### src/rtl/seq_pkg.sv
// rtl/seq_pkg.sv - shared types and constants for the conversion sequencer
package seq_pkg;

  // Default field widths for the sample-length and conversion-length inputs
  localparam int SAMP_W_DEF = 8;
  localparam int BIT_W_DEF  = 5;

  // Smallest phase length; a programmed length of zero is treated as this
  localparam int MIN_LEN = 1;

  // Sequencer phases, in frame order
  typedef enum logic [2:0] {
    ST_IDLE = 3'd0,
    ST_INIT = 3'd1,
    ST_SAMP = 3'd2,
    ST_COMP = 3'd3,
    ST_UPD  = 3'd4,
    ST_DONE = 3'd5
  } seq_state_t;

endpackage

### src/rtl/seq_cnt.sv
// rtl/seq_cnt.sv - loadable down-counter with zero flag
module seq_cnt #(
  parameter int W = 8
) (
  input  logic         clk,
  input  logic         rst,
  input  logic         load,
  input  logic         dec,
  input  logic [W-1:0] load_val,
  output logic [W-1:0] cnt,
  output logic         zero
);

  // Load wins over decrement; decrement saturates at zero so it can never wrap
  always_ff @(posedge clk or posedge rst) begin
    if (rst) begin
      cnt <= '0;
    end else if (load) begin
      cnt <= load_val;
    end else if (dec && !zero) begin
      cnt <= cnt - W'(1);
    end
  end

  assign zero = (cnt == '0);

endmodule

### src/rtl/seq_gen.sv
// rtl/seq_gen.sv - SAR conversion frame sequencer with registered phase outputs
module seq_gen
  import seq_pkg::*;
#(
  parameter int SAMP_W = SAMP_W_DEF,
  parameter int BIT_W  = BIT_W_DEF
) (
  input  logic              clk,
  input  logic              rst,
  input  logic              start,
  input  logic              abort,
  input  logic              cont,
  input  logic [SAMP_W-1:0] samp_len,
  input  logic [BIT_W-1:0]  conv_len,
  output logic              seq_init,
  output logic              seq_samp,
  output logic              seq_comp,
  output logic              seq_update,
  output logic [BIT_W-1:0]  bit_idx,
  output logic              busy,
  output logic              done
);

  seq_state_t        state;
  seq_state_t        nxt;

  logic              load;
  logic              samp_dec;
  logic              bit_dec;
  logic [SAMP_W-1:0] samp_load;
  logic [BIT_W-1:0]  bit_load;
  logic [SAMP_W-1:0] samp_cnt;
  logic [BIT_W-1:0]  bit_cnt;
  logic              samp_zero;
  logic              bit_zero;

  logic              seq_init_d;
  logic              seq_samp_d;
  logic              seq_comp_d;
  logic              seq_update_d;
  logic              busy_d;
  logic              done_d;
  logic [BIT_W-1:0]  bit_idx_d;

  // Counters hold length-1 so the terminal cycle is the one where they read zero;
  // a zero length clamps to the minimum and therefore also loads zero
  always_comb begin
    samp_load = '0;
    bit_load  = '0;
    if (samp_len != '0) samp_load = samp_len - SAMP_W'(MIN_LEN);
    if (conv_len != '0) bit_load  = conv_len - BIT_W'(MIN_LEN);
  end

  // Sample-phase length counter: runs only while in SAMP
  seq_cnt #(.W(SAMP_W)) u_samp_cnt (
    .clk      (clk),
    .rst      (rst),
    .load     (load),
    .dec      (samp_dec),
    .load_val (samp_load),
    .cnt      (samp_cnt),
    .zero     (samp_zero)
  );

  // Bit-decision counter: steps down once per UPD that loops back to COMP
  seq_cnt #(.W(BIT_W)) u_bit_cnt (
    .clk      (clk),
    .rst      (rst),
    .load     (load),
    .dec      (bit_dec),
    .load_val (bit_load),
    .cnt      (bit_cnt),
    .zero     (bit_zero)
  );

  // State register
  always_ff @(posedge clk or posedge rst) begin
    if (rst) begin
      state <= ST_IDLE;
    end else begin
      state <= nxt;
    end
  end

  // Next-state logic; abort overrides every transition out of a busy state
  always_comb begin
    nxt = state;
    case (state)
      ST_IDLE: if (start) nxt = ST_INIT;
      ST_INIT: nxt = ST_SAMP;
      ST_SAMP: if (samp_zero) nxt = ST_COMP;
      ST_COMP: nxt = ST_UPD;
      ST_UPD:  nxt = bit_zero ? ST_DONE : ST_COMP;
      ST_DONE: nxt = cont ? ST_INIT : ST_IDLE;
      default: nxt = ST_IDLE;
    endcase
    if (abort && state != ST_IDLE) nxt = ST_IDLE;
  end

  // Length capture happens only when a new frame begins, so mid-frame input
  // changes are invisible until the next frame
  always_comb begin
    load     = (state == ST_IDLE && nxt == ST_INIT) ||
               (state == ST_DONE && nxt == ST_INIT);
    samp_dec = (state == ST_SAMP) && (nxt == ST_SAMP);
    bit_dec  = (state == ST_UPD)  && (nxt == ST_COMP);
  end

  // Output decode from the next state so the flopped outputs line up with the state
  always_comb begin
    seq_init_d   = 1'b0;
    seq_samp_d   = 1'b0;
    seq_comp_d   = 1'b0;
    seq_update_d = 1'b0;
    done_d       = 1'b0;
    bit_idx_d    = '0;
    busy_d       = (nxt != ST_IDLE);
    case (nxt)
      ST_INIT: seq_init_d = 1'b1;
      ST_SAMP: seq_samp_d = 1'b1;
      ST_COMP: begin
        seq_comp_d = 1'b1;
        bit_idx_d  = (state == ST_UPD) ? bit_cnt - BIT_W'(1) : bit_cnt;
      end
      ST_UPD: begin
        seq_update_d = 1'b1;
        bit_idx_d    = bit_idx;
      end
      ST_DONE: done_d = 1'b1;
      default: ;
    endcase
  end

  // Output flops: every output is registered so the analog switch controls never glitch
  always_ff @(posedge clk or posedge rst) begin
    if (rst) begin
      seq_init   <= 1'b0;
      seq_samp   <= 1'b0;
      seq_comp   <= 1'b0;
      seq_update <= 1'b0;
      busy       <= 1'b0;
      done       <= 1'b0;
      bit_idx    <= '0;
    end else begin
      seq_init   <= seq_init_d;
      seq_samp   <= seq_samp_d;
      seq_comp   <= seq_comp_d;
      seq_update <= seq_update_d;
      busy       <= busy_d;
      done       <= done_d;
      bit_idx    <= bit_idx_d;
    end
  end

endmodule

### config.mk
export PLATFORM = sky130hd
export DESIGN_NAME = seq_gen
export DESIGN_NICKNAME = d
export VERILOG_FILES = /design/src/rtl/seq_pkg.sv /design/src/rtl/seq_cnt.sv /design/src/rtl/seq_gen.sv
export SDC_FILE = /design/constraint.sdc
export NUM_CORES = 1
export LEC_CHECK = 0
export BUFFER_PORTS_ARGS = -buffer_cell sky130_fd_sc_hd__buf_2
export CAP_MARGIN = 20
export CORE_ASPECT_RATIO = 1.75
export CORE_UTILIZATION = 55
export DETAILED_ROUTE_END_ITERATION = 10
export HOLD_SLACK_MARGIN = 0.1
export PLACE_DENSITY = 0.83
export SETUP_SLACK_MARGIN = 0.15
export SYNTH_ARGS = -nofsm -noshare
export SYNTH_HDL_FRONTEND = slang
export SYNTH_SLANG_ARGS = --single-unit
### constraint.sdc
create_clock -name clk -period 2.6 [get_ports clk]
set_input_delay 0.26 -clock clk [delete_from_list [all_inputs] [get_ports clk]]
set_output_delay 0.26 -clock clk [all_outputs]
set_load 0.01 [all_outputs]
=== Yosys cells after proc, flatten, opt, wreduce, memory -nomap -nowiden ===
Cells that the tools add are included.

* Add/subtract/negate cells: 4
* Multiply operators: 0
* Div/mod/pow operators: 0
* Magnitude comparators: 0
* Eq/ne operators: 10
* Shift-type cells: 0
* Multiplexer cells: 19
* Bitwise gates (word level): 0
* Reductions and logical operators: 19

{| class="wikitable"
|+ Operator list
! operator !! count
|-
| 2-to-1 mux 8 bit || 3
|-
| 2-to-1 mux 5 bit || 4
|-
| case mux 3 bit (6 select lines) || 1
|-
| subtractor 8 x 1 -> 8 bit (second input constant) || 2
|-
| equality test 3 x 2 -> 1 bit (second input constant) || 4
|-
| equality test 3 bit (second input constant) || 4
|-
| 2-to-1 mux 3 bit || 4
|-
| case mux 5 bit (2 select lines) || 1
|-
| subtractor 5 x 1 -> 5 bit (second input constant) || 2
|-
| logical NOT 8 bit || 1
|-
| nonzero test 8 bit || 1
|-
| logical AND 1 bit || 7
|-
| equality test 3 x 1 -> 1 bit (second input constant) || 2
|-
| 2-to-1 mux 1 bit || 6
|-
| nonzero test 3 bit || 2
|-
| logical NOT 5 bit || 1
|-
| nonzero test 5 bit || 1
|-
| nonzero test 2 bit || 2
|-
| logical NOT 3 bit || 1
|-
| logical NOT 1 bit || 2
|-
| logical OR 1 bit || 1
|}

* Bits in registers: 27
* Bits in latches: 0
* Memory bits (writable): 0
* ROM bits: 0
* Input port bits: 18
* Output and inout port bits: 11
* Word-level logic and storage cells: 62
* Memories kept: 0

=== Logic depth before layout (Yosys ltp) ===
Gate-level depths: netlist of run 1.

* Depth after elaboration: 9
* Gate-level depth with buffers: 7
* Mapped depth without buffers: 6

=== Hierarchy ===
Synthesis of run 1 repeated with hierarchy kept, for this count alone.

* Cells, all modules: 212
* Area, all modules: 1,831.8 um^2

{| class="wikitable"
|+ By module, submodules not included
! module !! times used !! cells an instance !! area each (um^2) !! sequential area each (um^2)
|-
| seq_gen || 1 || 116 || 983.4 || 350.3
|-
| seq_cnt (u_samp_cnt) || 1 || 63 || 545.5 || 200.2
|-
| seq_cnt (u_bit_cnt) || 1 || 33 || 302.8 || 125.1
|}

=== Least setup slack after synthesis of run 1 ===
Ideal clock, no wire load.

* Path kind: reg2reg
* From: reg u_samp_cnt.cnt[0]
* To: reg u_samp_cnt.cnt[1]
* Setup time: 0.082 ns
* Arrival: 1.810 ns
* Path slack: 0.707 ns
* Cell stages (with the launch flop): 8
* Path buffers: 1
* Path through: dfrtp_1 > inv_1 > ha_1 > or3b_1 > clkbuf_1 > o21ai_1 > mux2_1 > o22ai_1

* Word-level cells in the longest chain between the ends: 8

{| class="wikitable"
|+ Ends and longest elaborated chain
! what !! line !! text
|-
| start, declared || seq_cnt.sv:10 || <nowiki>output logic [W-1:0] cnt,</nowiki>
|-
| start signal, assigned || seq_cnt.sv:19 || <nowiki>cnt <= load_val;</nowiki>
|-
| start signal, assigned || seq_cnt.sv:21 || <nowiki>cnt <= cnt - W'(1);</nowiki>
|-
| logical NOT 8 bit || seq_cnt.sv:25 || <nowiki>assign zero = (cnt == '0);</nowiki>
|-
| 2-to-1 mux 3 bit || seq_gen.sv:91 || <nowiki>ST_SAMP: if (samp_zero) nxt = ST_COMP;</nowiki>
|-
| case mux 3 bit (6 select lines) || seq_gen.sv:88 || <nowiki>case (state)</nowiki>
|-
| 2-to-1 mux 3 bit || seq_gen.sv:97 || <nowiki>if (abort && state != ST_IDLE) nxt = ST_IDLE;</nowiki>
|-
| equality test 3 x 1 -> 1 bit or equality test 3 x 2 -> 1 bit (tied branches) || seq_gen.sv:103, seq_gen.sv:104, seq_gen.sv:105 ||
|-
| logical AND 1 bit, on equally long branches || seq_gen.sv:103, seq_gen.sv:104, seq_gen.sv:105 ||
|-
| logical OR 1 bit or logical AND 1 bit (tied branches) || seq_gen.sv:103, seq_cnt.sv:20 ||
|-
| 2-to-1 mux 8 bit or nonzero test 2 bit (tied branches) || - ||
|}

Parallel ways exist; a longest one is shown, timed or not. The select of a mux whose other input is x is not followed.
A chain may end at the register's enable or synchronous reset.

=== Final worst setup path of run 1 ===
Ends and elaborated chain as after synthesis.

==> results of run 1 <==
==> registers in the layout (all words and copies together) (netlist names) <==
name	count
done	1
seq_update	1
u_samp_cnt.cnt	8
state	3
busy	1
seq_samp	1
seq_comp	1
bit_idx	5
seq_init	1
u_bit_cnt.cnt	5
==> cell usage after synthesis, types with 2 or more instances <==
cell	number
a211oi_1	3
a21oi_1	4
and2_1	2
buf_2	5
clkbuf_1	2
dfrtp_1	27
ha_1	5
inv_1	13
mux2i_1	8
nand2_1	13
nand3_1	2
nand4b_1	3
nor2_1	17
nor2b_1	4
nor3_1	4
nor4_2	3
nor4b_4	2
o211ai_1	2
o211ai_2	3
o21ai_0	4
o21ai_1	8
o22ai_1	5
or3_1	2
or3b_1	6
xnor2_1	10
xor2_1	6
==> layout make-up <==
type / instances / area (um^2) / share of cell area [%]
multi-input combinational: 136 / 1040 / 51.3
sequential: 27 / 676 / 33.2
timing repair buffer: 31 / 165 / 8.11
tap: 43 / 53.8 / 2.64
inverter: 14 / 52.6 / 2.58
clock buffer: 4 / 45.0 / 2.21
==> cells in the final DEF (no fill, tap or decap), types with 3 or more instances in the layout <==
master | synthesis | layout
buf_2 | 5 | 28
dfrtp_1 | 27 | 27
nor2_1 | 17 | 17
nand2_1 | 13 | 13
inv_1 | 13 | 13
xnor2_1 | 10 | 10
mux2i_1 | 8 | 8
o21ai_1 | 8 | 8
or3b_1 | 6 | 6
xor2_1 | 6 | 6
o22ai_1 | 5 | 5
ha_1 | 5 | 5
a21oi_1 | 4 | 4
o21ai_0 | 4 | 4
nor2b_1 | 4 | 4
nor3_1 | 4 | 4
nand4b_1 | 3 | 3
nor4_2 | 3 | 3
a211oi_1 | 3 | 3
o211ai_2 | 3 | 3
clkbuf_8 | 0 | 3
==> routing by layer <==
layer | part of all wire (%) | routed length [um] | up-vias | track usage, %
li1 | - | - | 713 | -
met1 | 36 | 1280 | 671 | 23.9
met2 | 58 | 2070 | 31 | 44.3
met3 | 2.6 | 94 | 8 | 2.30
met4 | 2.9 | 104 | 0 | 10.6
met5 | 0 | 0 | - | 0
==> logic make-up after synthesis <==
logic type	after synthesis	synth area share [%]
AOI/OAI and AO/OA	33	13.6
and+or+nand+nor	72	27.1
muxes	10	5.65
xor gates and xnor gates	16	7.71
buffers and inverters	22	5.30
adders and majority gates	5	3.44
DFF	27	37.2
==> stage by stage <==
step | hold WS [ns] | utilization, %
4_1_cts | 0.227 | 64.8
6_report | 0.237 | 64.8
5_1_grt | 0.249 | 64.8
3_5_place_dp | 0.338 | 63.1
2_1_floorplan | 0.313 | -
3_3_place_gp | 0.330 | 63.1
==> worst max-delay path, stage by stage (launching register included) <==
cell     delay (ns)
dfrtp_1        0.40
inv_1          0.10
ha_1           0.24
or3b_1         0.49
o21ai_1        0.25
mux2_1         0.35
o22ai_1        0.12
==> path summary, 6_finish.rpt <==
path                                    from                end  slack, ns  depth (start not counted)
min in group asynchronous                rst           seq_init       0.58                          4
setup reg to reg           u_samp_cnt.cnt[0]  u_samp_cnt.cnt[1]       0.56                          6
setup / recovery           u_samp_cnt.cnt[0]  u_samp_cnt.cnt[1]       0.56                          6
hold reg to reg                   bit_idx[4]         bit_idx[4]       0.48                          2
hold / removal                   samp_len[0]  u_samp_cnt.cnt[0]       0.24                          2
max in group asynchronous                rst               done       1.75                          4
==> power by group through the flow <==
stage / Combinational (W) / Clock, W / Sequential (W)
finish: 0.000723 / 0.000235 / 0.000748
floorplan: 0.000587 / 0 / 0.000704
global placement: 0.000702 / 0 / 0.000745
global route: 0.000816 / 0.000262 / 0.000771
detailed placement: 0.000721 / 0 / 0.000750
CTS: 0.000727 / 0.000240 / 0.000742
==> what timing repair did <==
item,in CTS,in global routing
endpoints found under the hold margin,27,0
setup buffers,0,0
hold buffers,1,0
==> results.md, run 1 <==
Route:
- After detailed routing, the average wire length per cell comes to 13.9 um.
- Wires add up to 3.55 mm.
- The via count normalized by instance count is 5.58.
- Before antenna repair, the detailed router went through 4 iterations.
- The number of design-rule violations left by the first detailed-router iteration is 56.
- The total DRC errors in the routed layout is 0.
- The antenna violation net count after detailed routing is 0.
- The detailed router placed 1423 vias in this run.

Clock network:
- Gates resized during post-CTS repair numbered 0.
- Counting every sink on the clock net gives 27.
- At the later pin of the worst-skew pair, clock insertion delay measures 0.27 ns.
- The cell chosen for the clock root is clkbuf_8.
- The clock transition at the register clock pins on the worst setup and hold paths after CTS is 0.08 ns.
- No sink is reached through more buffers than the 2 on the longest clock path.
- The CTS H-tree depth is 1.
- The TritonCTS clock tree is done.
- The number of buffers added by the clock tree synthesis step is 3.

GRT:
- Global routing finished with a remaining overflow of 0.
- The number of global-route vias before repair is 1431.
- The global-route usage over all layers is 23.5%.
- The initial antenna violation count is 0.
- The first global-routing pass estimated 6.20 mm of wire.
- The pin count of the biggest net entering global routing is 28.

Run:
- The tool flagged a number of max-cap violations equal to 0.

Timing:
- The count of final setup violators is 0.
- For the finished layout, the period the worst path requires is 2.04 ns.
- The final-report max-slew violation count is 0.
- The worst pin sits at a relative slew slack of 61.8%.
- Adding up every negative setup slack in the final design gives 0 ns.
- The final clock skew is 0.00467 ns.
- Dividing the final minimum period by the clock period gives 78.6%.
- The fmax is 0.490 GHz.
- The final-report hold violation count came to 0.
- Setup repair after global routing left no endpoint under its margin.
- At the pin with the least slew margin, the transition time is 0.571 ns.
- Once routing completed, OpenROAD measured the worst setup slack at 0.557 ns.

Pwr:
- The peak ir drop on the vdd network is 0.528 mV.
- The switching power is 0.000687 W.
- The clock network fraction of total power is 13.8%.
- For this design the ratio of total power to cell area is 838 nW/um^2.
- Combinational cells account for 42.4% of the total power.
- The total power draw is 0.00171 W.
- In this run the static leakage power is 0.878 nW.
- The power share of the sequential group is 43.8%.
- Internal power comes to 0.00102 W.
- The switching share of power is 40.2%.

Setup path:
- The category of the worst setup path launch point is a flop.
- STA puts the critical path data required time at 2.79 ns.
- The type of the worst setup path is flop to flop.
- The maximum fanout along the worst path is 7.
- The worst endpoint data arrival time is 2.24 ns.
- The element type at the critical path end is a flop.

Synth:
- The number of synthesis warnings is 0.
- Yosys mapped a number of flops with a built-in enable equal to 0.
- Counting every net in the synthesized netlist gives 208.
- Yosys attributes the largest share of cell area to dfrtp_1, xnor2_1, mux2i_1.
- In this run, synthesis produced a sequential element count of 27.
- The sequential-to-total area share from yosys stat is 37.2%.
- The synthesized cell area is 1820 um^2.
- The largest total area in the synthesized netlist belongs to dfrtp_1.
- Counting every instance in the synthesized netlist gives 185.
- For this run, the leading register cell type out of synthesis is dfrtp_1.
- The number of different library cells used by synthesis comes to 48.
- The synthesized design devotes to its leading area cell type 37.2% of total area.
- Averaged over all synthesized cells, the footprint is 9.82 um^2.
- The proportion of register bits with asynchronous set or reset after synthesis is 100%.

Floorplan:
- The floorplan step defined a die boundary enclosing 3550 um^2.
- The core footprint is 3140 um^2.
- For this design the top-level I/O count stands at 29.
- The overall die width is 45.4 um.
- In this run the vertical extent of the chip is 78.0 um.
- The initialized floorplan defines 27 standard-cell rows.
- The starting density of the core is 57.8%.

Placed design:
- After detailed placement, the total cell area comes to 1980 um^2.
- Counting tap cells, the placed design contains a total of 250 instances.
- The congestion estimate from routability-driven global placement came to 0.868.
- The half-perimeter wire length after detailed placement is 2.74 mm.
- Port buffering added 28 buffers.
- The worst setup slack before clock tree synthesis is 0.605 ns.

Cells and area:
- The number of standard cells in the final layout excluding fillers is 255.
- In the final layout, the share of cells above drive strength 1 is 24.5%.
- With fillers left out, the area of the finished cells amounts to 2040 um^2.
- Fill cells in the final layout number 273.
- From synthesis to final layout, the design area changed by 12.1%.
- The number of nets in the final layout is 236.
- The repair_antennas step left the layout with diodes totalling 0.

Run status:
- The run finished with clean final reports.

Hold path:
- The path class of the tightest hold or removal check is input port to flop.
(Power assumes the default switching activity.)
==> inputs of run 2 (changes only) <==
- ABC_AREA: default -> 1
- CORE_UTILIZATION: 55 -> 51
- PLACE_DENSITY: 0.83 -> 0.81
- clock period: 2.6 -> 1.85 ns (I/O delays scaled with it)
==> run 2 against run 1 <==
  * The flow now finishes with violations (negative setup slack)
  * Critical path depth increased by 9
  * Maximum frequency increased by 0.34%
  * Clock skew increased by 0.0025 ns
  * Sequential share of layout area decreased by 8.0 points
  * Power increased to 2.8 times the previous value
  * Die area increased by 8.9%
  * Sequential power increased by 40%
  * Synthesized area increased by 1.3%
  * First-iteration DRC count increased by 16%
  * Synthesized cell count increased by 38%
  * Register-to-register slack got worse by 0.74 ns
  * Hold slack got worse by 0.054 ns
  * Critical endpoint is now u_bit_cnt.cnt[3]
  * Largest cell class unchanged
  * Largest power group is now combinational cells
==> results.md, run 2 <==
Route:
- The via count normalized by instance count is 5.41 (was 5.58).
- The antenna violation net count after detailed routing is 0 (unchanged).
- The routed wirelength normalized by instance count is 16.5 um (was 13.9 um).
- The total wire length after detailed routing is 6.17 mm (was 3.55 mm).
- The number of design-rule violations left by the first detailed-router iteration is 65 (was 56).
- The length of the first detailed-routing pass in iterations was 4 (unchanged).
- The total DRC errors in the routed layout came to 0 (unchanged).
- The number of vias in the routed layout came to 2025 (was 1423).

Cells and area:
- The diode insertion count for antenna repair came to 0 (unchanged).
- The commonest non-fill, non-tap cell in the layout is nand2_1 (was buf_2).
- The most flop-heavy register is u_samp_cnt.cnt (unchanged).
- The growth of design area from synthesis to finish came to 46.6% (was 12.1%).
- The number of flip-flops in the largest register came to 8 (unchanged).
- Top library cells by usage in the layout, fill and taps aside: nand2_1, buf_4, inv_1, buf_2, dfrtp_1 (was buf_2, dfrtp_1, nor2_1, nand2_1, inv_1).
- The filler cell count in the final layout is 222 (was 273).
- The fraction of final layout cells with drive strength greater than 1 was 40.7% (was 24.5%).
- The number of nets in the final layout is 353 (was 236).
- Largest registers: u_samp_cnt.cnt (8), bit_idx (5), u_bit_cnt.cnt (5) (unchanged).
- The area of all placed cells without fillers was 2700 um^2 (was 2040 um^2).

Setup path:
- The element type at the critical path end is a flop (unchanged).
- The category of the worst setup path launch point is a flop (unchanged).
- The maximum fanout along the worst path is 7 (unchanged).
- The cell type group with the largest total delay on the critical path is simple AND/OR/NAND/NOR gates (unchanged).
- The type of the worst setup path is flop to flop (unchanged).
- The worst endpoint data arrival time was 2.21 ns (was 2.24 ns).
- The critical path's slowest cell is dfrtp_1 (was or3b_1).
- The required time at the worst-slack endpoint is 2.03 ns (was 2.79 ns).
- Critical path cell sequence: inv_2 > ha_4 > inv_1 > nor2_1 > nand2_1 > nor2_4 > nor2_4 > nor2_4 > nor2_4 > buf_6 > buf_12 > nand2_1 > nand2_1 > nand2_1 > nand2_1 (was inv_1 > ha_1 > or3b_1 > o21ai_1 > mux2_1 > o22ai_1).
- The most numerous cell type found on the critical path is nand2_1.
- The buffering stage count on the worst path with inverters included is 4 (was 1).
- The maximum cell stage delay along the critical path was 0.42 ns (was 0.49 ns).

Floorplan:
- The number of placement rows is 28 (was 27).
- The core footprint is 3400 um^2 (was 3140 um^2).
- The overall die width is 47.4 um (was 45.4 um).
- The starting density of the core is 54.2% (was 57.8%).
- The die boundary height was 81.5 um (was 78.0 um).
- The full die area is 3860 um^2 (was 3550 um^2).
- The number of top-level pins is 29 (unchanged).

Clock network:
- The cell chosen for the clock root is clkbuf_8 (unchanged).
- The clock insertion delay at the later pin of the skew report is 0.29 ns (was 0.27 ns).
- The TritonCTS clock tree is done (unchanged).
- The CTS sink count came to 27 (unchanged).
- The CTS H-tree depth is 1 (unchanged).
- The deepest clock path buffer count is 2 (unchanged).
- The number of buffers added by the clock tree synthesis step is 3 (unchanged).
- The clock transition at the register clock pins on the worst setup and hold paths after CTS is 0.10 ns (was 0.08 ns).

Timing:
- The count of final setup violators came to 20 (was 0).
- The portion of the clock cycle consumed by the worst path in the final layout came to 110% (was 78.6%).
- The final clock skew came to 0.00719 ns (was 0.00467 ns).
- The worst relative slew slack was 65.0% (was 61.8%).
- The final setup slack of the worst path was -0.186 ns (was 0.557 ns).
- The slew of the pin with the lowest slew margin is 0.520 ns (was 0.571 ns).
- The clock period minus worst slack came to 2.04 ns (about the same).
- The fmax came to 0.491 GHz (was 0.490 GHz).
- The final-report hold violation count came to 0 (unchanged).
- Unrepaired setup endpoints after global routing: true (was false).
- The final-report max-slew violation count is 0 (unchanged).

Synth:
- The leading area contributor after synthesis is dfrtp_1 (unchanged).
- Post-synth top cells: nand2_1, inv_1, dfrtp_1 (was dfrtp_1, nor2_1, inv_1, nand2_1, xnor2_1).
- The post-synthesis net count is 279 (was 208).
- The sequential-to-total area share from yosys stat is 36.7% (was 37.2%).
- The synthesized cell area was 1840 um^2 (was 1820 um^2).
- The number of different library cells in the post-synthesis netlist was 30 (was 48).
- The primary flip-flop cell chosen by synthesis mapping is dfrtp_1 (unchanged).
- The register bit count reported by yosys is 27 (unchanged).
- The number of enable flip-flop cells after synthesis is 0 (unchanged).
- Area contributors post-synth: dfrtp_1, nand2_1, inv_1 (was dfrtp_1, xnor2_1, mux2i_1).
- The mean cell area of the mapped netlist is 7.19 um^2 (was 9.82 um^2).
- The number of synthesis warnings is 0 (unchanged).
- The dominant cell by count in the synthesized netlist is nand2_1 (was dfrtp_1).
- The proportion of register bits with asynchronous set or reset after synthesis was 100% (unchanged).
- The post-synthesis cell count is 256 (was 185).
- The area fraction of the dominant cell type after synthesis is 36.7% (was 37.2%).

GRT:
- The number of global-route vias before repair is 1975 (was 1431).
- The wire length of the first global-routing pass is 8.67 mm (was 6.20 mm).
- The initial antenna violation count is 0 (unchanged).
- The remaining global-route overflow is 0 (unchanged).
- The global-route usage over all layers came to 32.0% (was 23.5%).
- The pin count of the biggest net entering global routing was 28 (unchanged).

Run:
- The count of max-cap constraint violations is 0 (unchanged).

Placed design:
- The total cell area at the placement stage came to 2100 um^2 (was 1980 um^2).
- The half-perimeter wire length after detailed placement is 3.05 mm (was 2.74 mm).
- The routability congestion estimate is 0.882 (was 0.868).
- The count of input and output buffers is 28 (unchanged).

Pwr:
- The leakage power is 1.42 nW (was 0.878 nW).
- The total power draw is 0.00470 W (was 0.00171 W).
- The peak ir drop on the vdd network is 1.21 mV (was 0.528 mV).
- The power density of the placed cells came to 1740 nW/um^2 (was 838 nW/um^2).

Run status:
- The checks that failed: negative setup slack.
- Outcome: complete, but fails checks (was finished clean).

Hold path:
- The worst hold-check path type is input port to flop (unchanged).
run 2: report_power, final:
part           internal, W  leakage, nW  switching [W]
logic              0.00151         1.05        0.00178
clock network     0.000155       0.0228       0.000198
registers         0.000831        0.343       0.000224
run 2: area by class of cell:
| type | count | area (um^2) | share of cell area (%) |
|---|---|---|---|
| multi-input combinational | 187 | 1170 | 43.6 |
| sequential | 27 | 679 | 25.2 |
| clock buffer | 4 | 45.0 | 1.67 |
| inverter | 40 | 161 | 5.98 |
| timing repair buffer | 71 | 581 | 21.5 |
| tap | 45 | 56.3 | 2.09 |
run 2: cell families (layout without fill, tap and decap cells):
group | Yosys count | after routing | synth area share (%)
buf+inv | 42 | 115 | 8.84
xor+xnor | 13 | 13 | 6.19
flops | 27 | 27 | 36.7
simple gates | 148 | 148 | 37.5
compound gates | 21 | 21 | 7.41
fa+ha+maj | 5 | 5 | 3.40
run 2: path summary, 6_finish.rpt:
kind | start | cells after the start | slack [ns] | endpoint
min in group asynchronous | rst | 4 | 0.49 | state[2]
worst max register to register | u_bit_cnt.cnt[0] | 15 | -0.19 | u_bit_cnt.cnt[3]
worst max-delay path | u_bit_cnt.cnt[0] | 15 | -0.19 | u_bit_cnt.cnt[3]
worst min register to register | bit_idx[1] | 2 | 0.50 | bit_idx[1]
worst min-delay path | samp_len[0] | 4 | 0.18 | u_samp_cnt.cnt[0]
max in group asynchronous | rst | 4 | 1.07 | u_bit_cnt.cnt[2]
run 2: through the flow:
| stage | TNS [ns] | hold slack, ns | instances | setup WS (ns) | utilization, % |
|---|---|---|---|---|---|
| 2_1_floorplan | 0 | 0.238 | 256 | 0.170 | - |
| 3_5_place_dp | 0 | 0.264 | 335 | 0.0125 | 61.7 |
| 6_report | -2.45 | 0.183 | 374 | -0.186 | 79.4 |
| 3_3_place_gp | 0 | 0.262 | 335 | 0.0558 | 61.7 |
| 4_1_cts | 0 | 0.190 | 359 | 0.0931 | 72.1 |
| 5_1_grt | -3.07 | 0.196 | 374 | -0.218 | 79.4 |
run 2: what timing repair did:
item,4_1_cts,5_1_grt
hold buffers,1,0
gates resized for setup,27,37
pin swaps,21,6
endpoints found under the hold margin,27,0
buffers inserted,17,15
setup endpoints to repair,17,23
cloned,2,0
run 2: worst register-to-register path: stages, from the launching register on:
cell	delay (ns)
dfrtp_1	0.42
inv_2	0.09
ha_4	0.13
inv_1	0.05
nor2_1	0.14
nand2_1	0.14
nor2_4	0.18
nor2_4	0.08
nor2_4	0.16
nor2_4	0.08
buf_6	0.12
buf_12	0.12
nand2_1	0.05
nand2_1	0.05
nand2_1	0.06
nand2_1	0.06
run 2: layer usage:
metal  global-route usage (%)  wire length [um]
met4                     20.0               419
met3                     5.71               276
met2                     57.4              3420
met5                        0                 0
met1                     31.4              2050
